### config.mk
export PLATFORM = sky130hd
export DESIGN_NAME = calc_core
export DESIGN_NICKNAME = d
export VERILOG_FILES = /design/src/rtl/calc_core.sv
export SDC_FILE = /design/constraint.sdc
export NUM_CORES = 1
export LEC_CHECK = 0
export CORE_ASPECT_RATIO = 0.6
export CORE_MARGIN = 1.5
export CORE_UTILIZATION = 40
export CTS_CLUSTER_SIZE = 14
export DETAILED_ROUTE_END_ITERATION = 8
export PLACE_DENSITY_LB_ADDON = 0.3
export SETUP_SLACK_MARGIN = 0.5
export SYNTH_ARGS = -nofsm -noshare
export SYNTH_HDL_FRONTEND = slang
export SYNTH_SLANG_ARGS = --single-unit
### constraint.sdc
create_clock -name Clock -period 3.7 [get_ports Clock]
set_clock_uncertainty 0.1 [all_clocks]
set_input_delay 0.37 -clock Clock [delete_from_list [all_inputs] [get_ports Clock]]
set_output_delay 0.37 -clock Clock [all_outputs]
set_load 0.01 [all_outputs]
### src/rtl/calc_core.sv
// calc_core: REG_NUM x DATA_W register file with a handshaked single-cycle ALU
// and a multi-cycle shift-add multiplier. Produces a registered result,
// Z/N/C flags and a one-cycle OutValid strobe per completed instruction.
//
// state  | meaning
// -------+---------------------------------------------------------------
// S_IDLE | ready for an instruction; non-MUL ops complete on the accept edge
// S_MUL  | shift-add multiply in progress, one multiplier bit per cycle
module calc_core #(
  parameter int DATA_W  = 10,
  parameter int REG_NUM = 4,
  localparam int AW     = $clog2(REG_NUM)
) (
  input  logic              Clock,
  input  logic              Reset,
  input  logic              InValid,
  output logic              InReady,
  input  logic [3:0]        Op,
  input  logic [AW-1:0]     WA,
  input  logic [AW-1:0]     RAA,
  input  logic [AW-1:0]     RBA,
  input  logic [DATA_W-1:0] Imm,
  input  logic [DATA_W-1:0] DataIn,
  output logic              OutValid,
  output logic [DATA_W-1:0] DataOut,
  output logic              Z,
  output logic              N,
  output logic              C
);

  localparam int CW = $clog2(DATA_W);

  localparam logic [3:0] OP_ADD   = 4'd0;
  localparam logic [3:0] OP_SUB   = 4'd1;
  localparam logic [3:0] OP_AND   = 4'd2;
  localparam logic [3:0] OP_OR    = 4'd3;
  localparam logic [3:0] OP_XOR   = 4'd4;
  localparam logic [3:0] OP_SHL   = 4'd5;
  localparam logic [3:0] OP_SHR   = 4'd6;
  localparam logic [3:0] OP_PASSA = 4'd7;
  localparam logic [3:0] OP_LOADI = 4'd8;
  localparam logic [3:0] OP_LOAD  = 4'd9;
  localparam logic [3:0] OP_CMP   = 4'd10;
  localparam logic [3:0] OP_MUL   = 4'd11;

  typedef enum logic {
    S_IDLE,
    S_MUL
  } state_t;

  state_t state, state_nxt;

  logic [DATA_W-1:0]   rf [REG_NUM];
  logic [DATA_W-1:0]   op_a, op_b;
  logic                accept;
  logic                is_mul;

  logic [DATA_W:0]     sum_w, diff_w;
  logic [DATA_W-1:0]   alu_res;
  logic                alu_c;
  logic                alu_wr;
  logic                alu_upd;

  logic [DATA_W-1:0]   mul_a, mul_b;
  logic [AW-1:0]       mul_wa;
  logic [2*DATA_W-1:0] acc, acc_nxt, mul_addend;
  logic [CW-1:0]       cnt;
  logic                mul_last;

  logic [DATA_W-1:0]   data_out;
  logic                z_q, n_q, c_q, out_valid;

  assign op_a   = rf[RAA];
  assign op_b   = rf[RBA];
  assign is_mul = (Op == OP_MUL);

  // Ready is forced high during reset so the source sees a clean handshake
  // the moment reset releases; accepts are still blocked while Reset is high.
  assign InReady = Reset || (state == S_IDLE);
  assign accept  = InValid && !Reset && (state == S_IDLE);

  assign sum_w  = {1'b0, op_a} + {1'b0, op_b};
  assign diff_w = {1'b0, op_a} - {1'b0, op_b};

  // One shift-add step: add the multiplicand shifted by cnt if multiplier bit cnt is set
  assign mul_addend = mul_b[cnt] ? ({{DATA_W{1'b0}}, mul_a} << cnt) : '0;
  assign acc_nxt    = acc + mul_addend;
  assign mul_last   = (state == S_MUL) && (cnt == CW'(DATA_W - 1));

  // State register
  always_ff @(posedge Clock) begin
    if (Reset) state <= S_IDLE;
    else       state <= state_nxt;
  end

  // Next-state logic
  always_comb begin
    state_nxt = state;
    case (state)
      S_IDLE: if (accept && is_mul) state_nxt = S_MUL;
      S_MUL:  if (mul_last) state_nxt = S_IDLE;
      default: state_nxt = S_IDLE;
    endcase
  end

  // Single-cycle ALU: result, carry, and whether it writes the RF / updates outputs
  always_comb begin
    alu_res = '0;
    alu_c   = 1'b0;
    alu_wr  = 1'b0;
    alu_upd = 1'b0;
    case (Op)
      OP_ADD: begin
        alu_res = sum_w[DATA_W-1:0];
        alu_c   = sum_w[DATA_W];
        alu_wr  = 1'b1;
        alu_upd = 1'b1;
      end
      OP_SUB: begin
        alu_res = diff_w[DATA_W-1:0];
        alu_c   = diff_w[DATA_W];
        alu_wr  = 1'b1;
        alu_upd = 1'b1;
      end
      OP_AND: begin
        alu_res = op_a & op_b;
        alu_wr  = 1'b1;
        alu_upd = 1'b1;
      end
      OP_OR: begin
        alu_res = op_a | op_b;
        alu_wr  = 1'b1;
        alu_upd = 1'b1;
      end
      OP_XOR: begin
        alu_res = op_a ^ op_b;
        alu_wr  = 1'b1;
        alu_upd = 1'b1;
      end
      OP_SHL: begin
        alu_res = {op_a[DATA_W-2:0], 1'b0};
        alu_c   = op_a[DATA_W-1];
        alu_wr  = 1'b1;
        alu_upd = 1'b1;
      end
      OP_SHR: begin
        alu_res = {1'b0, op_a[DATA_W-1:1]};
        alu_c   = op_a[0];
        alu_wr  = 1'b1;
        alu_upd = 1'b1;
      end
      OP_PASSA: begin
        alu_res = op_a;
        alu_wr  = 1'b1;
        alu_upd = 1'b1;
      end
      OP_LOADI: begin
        alu_res = Imm;
        alu_wr  = 1'b1;
        alu_upd = 1'b1;
      end
      OP_LOAD: begin
        alu_res = DataIn;
        alu_wr  = 1'b1;
        alu_upd = 1'b1;
      end
      OP_CMP: begin
        alu_res = diff_w[DATA_W-1:0];
        alu_c   = diff_w[DATA_W];
        alu_upd = 1'b1;
      end
      default: begin
        alu_res = '0;
      end
    endcase
  end

  // Datapath: register file, multiplier registers, result and flags
  always_ff @(posedge Clock) begin
    if (Reset) begin
      for (int i = 0; i < REG_NUM; i++) rf[i] <= '0;
      mul_a     <= '0;
      mul_b     <= '0;
      mul_wa    <= '0;
      acc       <= '0;
      cnt       <= '0;
      data_out  <= '0;
      z_q       <= 1'b0;
      n_q       <= 1'b0;
      c_q       <= 1'b0;
      out_valid <= 1'b0;
    end else begin
      out_valid <= 1'b0;
      if (accept && !is_mul) begin
        if (alu_wr) rf[WA] <= alu_res;
        if (alu_upd) begin
          data_out <= alu_res;
          z_q      <= (alu_res == '0);
          n_q      <= alu_res[DATA_W-1];
          c_q      <= alu_c;
        end
        out_valid <= 1'b1;
      end
      if (accept && is_mul) begin
        mul_a  <= op_a;
        mul_b  <= op_b;
        mul_wa <= WA;
        acc    <= '0;
        cnt    <= '0;
      end
      if (state == S_MUL) begin
        acc <= acc_nxt;
        cnt <= cnt + CW'(1);
        if (mul_last) begin
          rf[mul_wa] <= acc_nxt[DATA_W-1:0];
          data_out   <= acc_nxt[DATA_W-1:0];
          z_q        <= (acc_nxt[DATA_W-1:0] == '0);
          n_q        <= acc_nxt[DATA_W-1];
          c_q        <= (acc_nxt[2*DATA_W-1:DATA_W] != '0);
          out_valid  <= 1'b1;
        end
      end
    end
  end

  assign DataOut  = data_out;
  assign Z        = z_q;
  assign N        = n_q;
  assign C        = c_q;
  assign OutValid = out_valid;

endmodule

After elaboration in Yosys (flattened, before gate mapping)
Memories as Yosys holds them, arrays and structs flattened.
Index checks and enable logic that the tools add are counted.
{ "word_totals": {"n_memories": 1, "mem_bits_ro": 0, "ramBits": 40, "latch_bits": 0, "wordCells": 101, "in_bits": 33, "register_bits": 61, "output_inout_bits": 15} }
{ "op_classes": {"n_eq_ne": 12, "order_cmp": 1, "multipliers": 0, "shifts": 1, "n_mux": 49, "div": 0, "n_bitwise": 4, "add_sub_neg": 4, "reduce_logical": 18} }
{ "memory_table": {"columns": ["memory", "words", "word_bits", "read_ports", "rd_ports_with_merged_regs", "write_ports", "line", "rtl"], "rows": [
  ["rf", 4, 10, 2, 0, 4, "53", "logic [DATA_W-1:0] rf [REG_NUM];"]
]} }
{ "ops": {"columns": ["operator", "count"], "rows": [
  ["10-bit case mux with 10 select lines", 1],
  ["10-bit two-way mux", 6],
  ["20-bit two-way mux", 3],
  ["1-bit two-way mux", 32],
  ["10-bit OR reduction", 3],
  ["20-bit adder", 1],
  ["4-bit == test, second input constant", 5],
  ["10-bit zero test", 2],
  ["10-bit by 4-bit << shifter with 20-bit output", 1],
  ["4-bit by 3-bit == test with 1-bit output, second input constant", 4],
  ["10-bit by 10-bit adder with 11-bit output", 1],
  ["11-bit OR reduction", 1],
  ["10-bit by 10-bit subtractor with 11-bit output", 1],
  ["10-bit AND", 1],
  ["10-bit OR", 1],
  ["10-bit nonzero test", 1],
  ["10-bit XOR", 1],
  ["4-bit by 2-bit == test with 1-bit output, second input constant", 2],
  ["4-bit two-way mux", 2],
  ["1-bit logical AND", 5],
  ["4-bit by 5-bit less-than comparator with 1-bit output, second input constant", 1],
  ["4-bit by 1-bit adder with 4-bit output, second input constant", 1],
  ["1-bit binary-select mux with 4-bit select", 1],
  ["4-bit by 1-bit == test with 1-bit output, second input constant", 1],
  ["other kinds (9)", 11]
]} }

Logic depth before layout (Yosys ltp)
{ "logic_depth": {"ltp_word": 10, "ltp_mapped": 17, "ltp_nobuf": 15} }

Worst setup path before layout
No wires, ideal clock.
{ "synth_timing": {"kind": "flip-flop to flip-flop", "startpoint": "reg cnt[0]", "endpoint": "reg z_q, in the netlist Z", "slack_ps": -322, "stages_incl_launch_ff": 16, "setup_time_ps": 59, "period_less_slack_ps": 4022, "required_time_ps": 3541, "path_buffers": 2, "arrival_ps": 3863, "path_cell_list": "dfxtp_1 -> clkbuf_1 -> mux4_2 -> nand3b_1 -> and2_1 -> clkbuf_1 -> nor2_1 -> ha_1 -> a2111oi_4 -> o21ai_2 -> nand2_1 -> xnor2_1 -> or4_1 -> o31ai_2 -> nor4b_2 -> a22o_1"} }
{ "synth_between": {"elab_chain_len": 7, "word_cells_on_any_way": 10, "cone_classes": "1 x add/sub; 1 x eq/ne; 1 x shift; 5 x mux; 2 x reduce/logical"} }
{ "synth_lines": {"columns": ["item", "line", "rtl"], "rows": [
  ["start: declaration", "67", "logic [CW-1:0] cnt;"],
  ["start signal: assignment", "213", "cnt <= cnt + CW'(1);"],
  ["1-bit binary-select mux with 4-bit select", "86", "assign mul_addend = mul_b[cnt] ? ({{DATA_W{1'b0}}, mul_a} << cnt) : '0;"],
  ["1-bit two-way mux (not written as such)", "86", null],
  ["20-bit two-way mux", "86", null],
  ["20-bit adder", "87", "assign acc_nxt = acc + mul_addend;"],
  ["10-bit zero test", "217", "z_q <= (acc_nxt[DATA_W-1:0] == '0);"],
  ["1-bit two-way mux (*)", "214", "if (mul_last) begin"],
  ["1-bit two-way mux (*)", "211", "if (state == S_MUL) begin"],
  ["end signal: assignment", "198", "z_q <= (alu_res == '0);"],
  ["end signal: assignment", "217", null],
  ["end: declaration", "71", "logic z_q, n_q, c_q, out_valid;"]
]} }
Mark *: on every way between the ends. The rest lies on a longest branch, timed or not. The select of a mux whose other input is x is not followed.
A chain may end at the register's enable or synchronous reset.

Final worst setup path
Same ends and word-level chain as after synthesis.

==> flow_metrics.tcl <==
set metrics [dict create \
    status "finished, violations left" \
    failed_checks "setup timing" \
    nNetsFinal 1229 \
    cts_made_buffers 9 \
    die_area_mm2 0.0201 \
    async_flop_share 0 \
    fin_area_mm2 0.0117 \
    pin_count 48 \
    htreeDepth 3 \
    yosysWarningCount 0 \
    syn-num-nets 988 \
    finalHoldViolCount 0 \
    crit_fanout 3 \
    tightest_slew_ns 0.767 \
    synthesis.area_mm2 0.00770 \
    setup_viol_count_final 2 \
    dieWidth_um 182 \
    grt_max_degree 34 \
    ff2ff_setup_slack_ns -0.04 \
    r2r-start "cnt[0]" \
    crit_arrival_ns 3.95 \
    power-per-cell-area_mw_per_mm2 286 \
    p_total_mw 3.34 \
    grtUsageTotal 0.289 \
    synth_common_cells "114 x nor2_1, 109 x nand2_1, 71 x a21oi_1" \
    hp-start "Reset" \
    end_kind "flop" \
    diodes 0 \
    startpoint_type "flop" \
    hold_end "DataOut[3]" \
    insertion_delay_ns 0.37 \
    leakagePower_nw 4.64 \
    overflow 0 \
    fin_crit_ns 3.74 \
    clk_path_buf_depth 2 \
    clk_transition_reported_paths_ns 0.08 \
    portBuffers 47 \
    area.growth.synth_to_final_pct 51.6 \
    synth_edf_count 40 \
    worstHoldPathCells 2 \
    place.gp.congestion 0.978 \
    min_path_type "in -> reg" \
    cts_tree "built" \
    synth.distinct_cells 76 \
    synth_top_area_cell "dfxtp_1" \
    crit_type "reg -> reg" \
    drt.antenna.violating_nets 0 \
    drt_iter0_markers 815 \
    cpMaxStageDelayCell "mux4_2" \
    drcViolationCount 0 \
    max_stage_delay_ns 0.53 \
    syn-mean-instance-area_um2 8.56 \
    rsz0062_at_grt "yes" \
    rows 39 \
    fp.coreArea_mm2 0.0189 \
    via_per_inst 5.82 \
    reg2regPathDepth 12 \
    grt_antenna_before_repair 0 \
    finalMaxSlewViolations 0 \
    max_cap_violations 0 \
    first_pass_iters 5 \
    grt_pass1_vias 7763 \
    r2r_end "Z" \
    stdcell_count 1392 \
    ys.flop_type "dfxtp_1" \
    fp.dieH_um 111 \
    avgRoutedWirePerCell_um 21.1 \
    placed_area_mm2 0.00982 \
    finalSetupTns_ns -0.0659 \
    finalWirelength_mm 29.3 \
    root_buffer "clkbuf_16" \
    syn_inst 900 \
    place_inst 1335 \
    vdd_drop_max_v 0.000220 \
    grt_pass1_wl_mm 44.7 \
    max_slew_margin 0.485 \
    start_util 0.407 \
    drive_gt1_frac 0.406 \
    n_fill_cell 1518 \
    clock-sinks 101 \
    crit_chain "mux4_2, nand2_4, nor2_4, ha_4, fa_2, xor2_1, or4_1, or3_1, or4_4, o31ai_4, nor4b_4, a22o_1" \
    fmax_mhz 267 \
    synthMostInstantiatedCell "nor2_1" \
    fin_util 0.617 \
    cp.required_ns 3.91 \
    post-route-period-util 1.01 \
    synth-seq-cells 101 \
    synth_top_area_frac 0.158 \
    synthTopCellsByArea "dfxtp_1 16%, edfxtp_1 16%, ha_1 8.4%" \
    ys_seq_area_frac 0.314 \
    dp_hpwl_mm 21.8 \
    setup_slack_ns -0.0449 \
    dr_total_vias 8102 \
]
## area by class of cell
cell class	count	area (um^2)	area share
clock inverters	7	91.3	0.00782
inverters	49	186	0.0160
flip-flops and latches	101	2430	0.208
multi-input cells	696	5970	0.511
clock buffers	9	225	0.0193
repair buffers	284	2470	0.212
well taps	246	308	0.0263
## through the flow
step,hold slack (ns),setup WS (ns)
floorplan,0.329,0.00512
CTS,0.251,-0.0228
finish,0.276,-0.0449
global route,0.300,-0.207
detailed placement,0.350,-0.529
global placement,0.343,-0.453
## power by group
part / internal, mW / total [mW] / switching (mW)
Clock: 0.485 / 0.975 / 0.491
Sequential: 1.19 / 1.22 / 0.0268
Combinational: 0.568 / 1.15 / 0.581
## logic make-up after synthesis
logic type,count (synthesis),synth area share
compound gates,249,0.222
xor+xnor,23,0.0261
fa+ha+maj,55,0.0922
buf+inv,103,0.0537
flops,101,0.314
mux,45,0.101
simple gates,324,0.191
## worst max-delay path: cells and delay by family, from the launching register on
kind	cells	cell delay, ns
AND/OR/NAND/NOR	6	1.56
AO/OA/AOI/OAI	2	0.34
flip-flops	1	0.39
multiplexers	1	0.53
XOR/XNOR	1	0.19
adder cells (fa/ha/maj)	2	0.60
## registers in the layout, summed over array words and instances (netlist names), 2 cells and up
signal	flops
DataOut	10
acc	20
cnt	4
mul_a	10
mul_b	10
mul_wa	2
rf	40
## per-layer routing
| layer | GRT usage | routed length, um | vias to the layer above |
|---|---|---|---|
| met4 | 0.0446 | 344 | 0 |
| met1 | 0.456 | 14100 | 3912 |
| li1 | - | - | 3779 |
| met3 | 0.0871 | 3240 | 36 |
| met2 | 0.386 | 11700 | 375 |
| met5 | 0 | 0 | - |
## worst max-delay path by stage
stage,start,endpoint,depth (start not counted)
5_1_grt,cnt[0],Z,12
3_5_place_dp,RAA[0],rf[2][8],14
3_3_place_gp,RAA[0],Z,16
2_1_floorplan,cnt[0],Z,12
6_report,cnt[0],Z,12
4_1_cts,cnt[0],Z,12
## placed cells by master (no fill, tap or decap), drive strengths merged, types with 10 or more instances in the layout
cell type / synthesis / layout
nand2b: 12 / 12
nor3: 14 / 14
buf: 11 / 238
edfxtp: 40 / 40
xnor2: 14 / 14
nand3: 17 / 17
a211oi: 17 / 17
mux4: 25 / 25
dfxtp: 61 / 61
a22o: 16 / 16
mux2i: 11 / 11
a21o: 11 / 11
inv: 48 / 49
ha: 52 / 52
nor2: 114 / 114
clkdlybuf4s50: 0 / 42
o21ai: 37 / 37
nand2: 109 / 109
nor2b: 12 / 12
a21oi: 71 / 71
o22ai: 10 / 10
## repair_timing
| action | 4_1_cts | 5_1_grt |
|---|---|---|
| endpoints found under the hold margin | 0 | 0 |
| resized for setup | 180 | 100 |
| gates cloned | 0 | 0 |
| endpoints found under the setup margin | 59 | 61 |
| buffers inserted | 31 | 10 |
| pin swaps | 75 | 72 |
| hold buffers | 0 | 0 |
No activity file was read; power rests on OpenSTA's default activity.
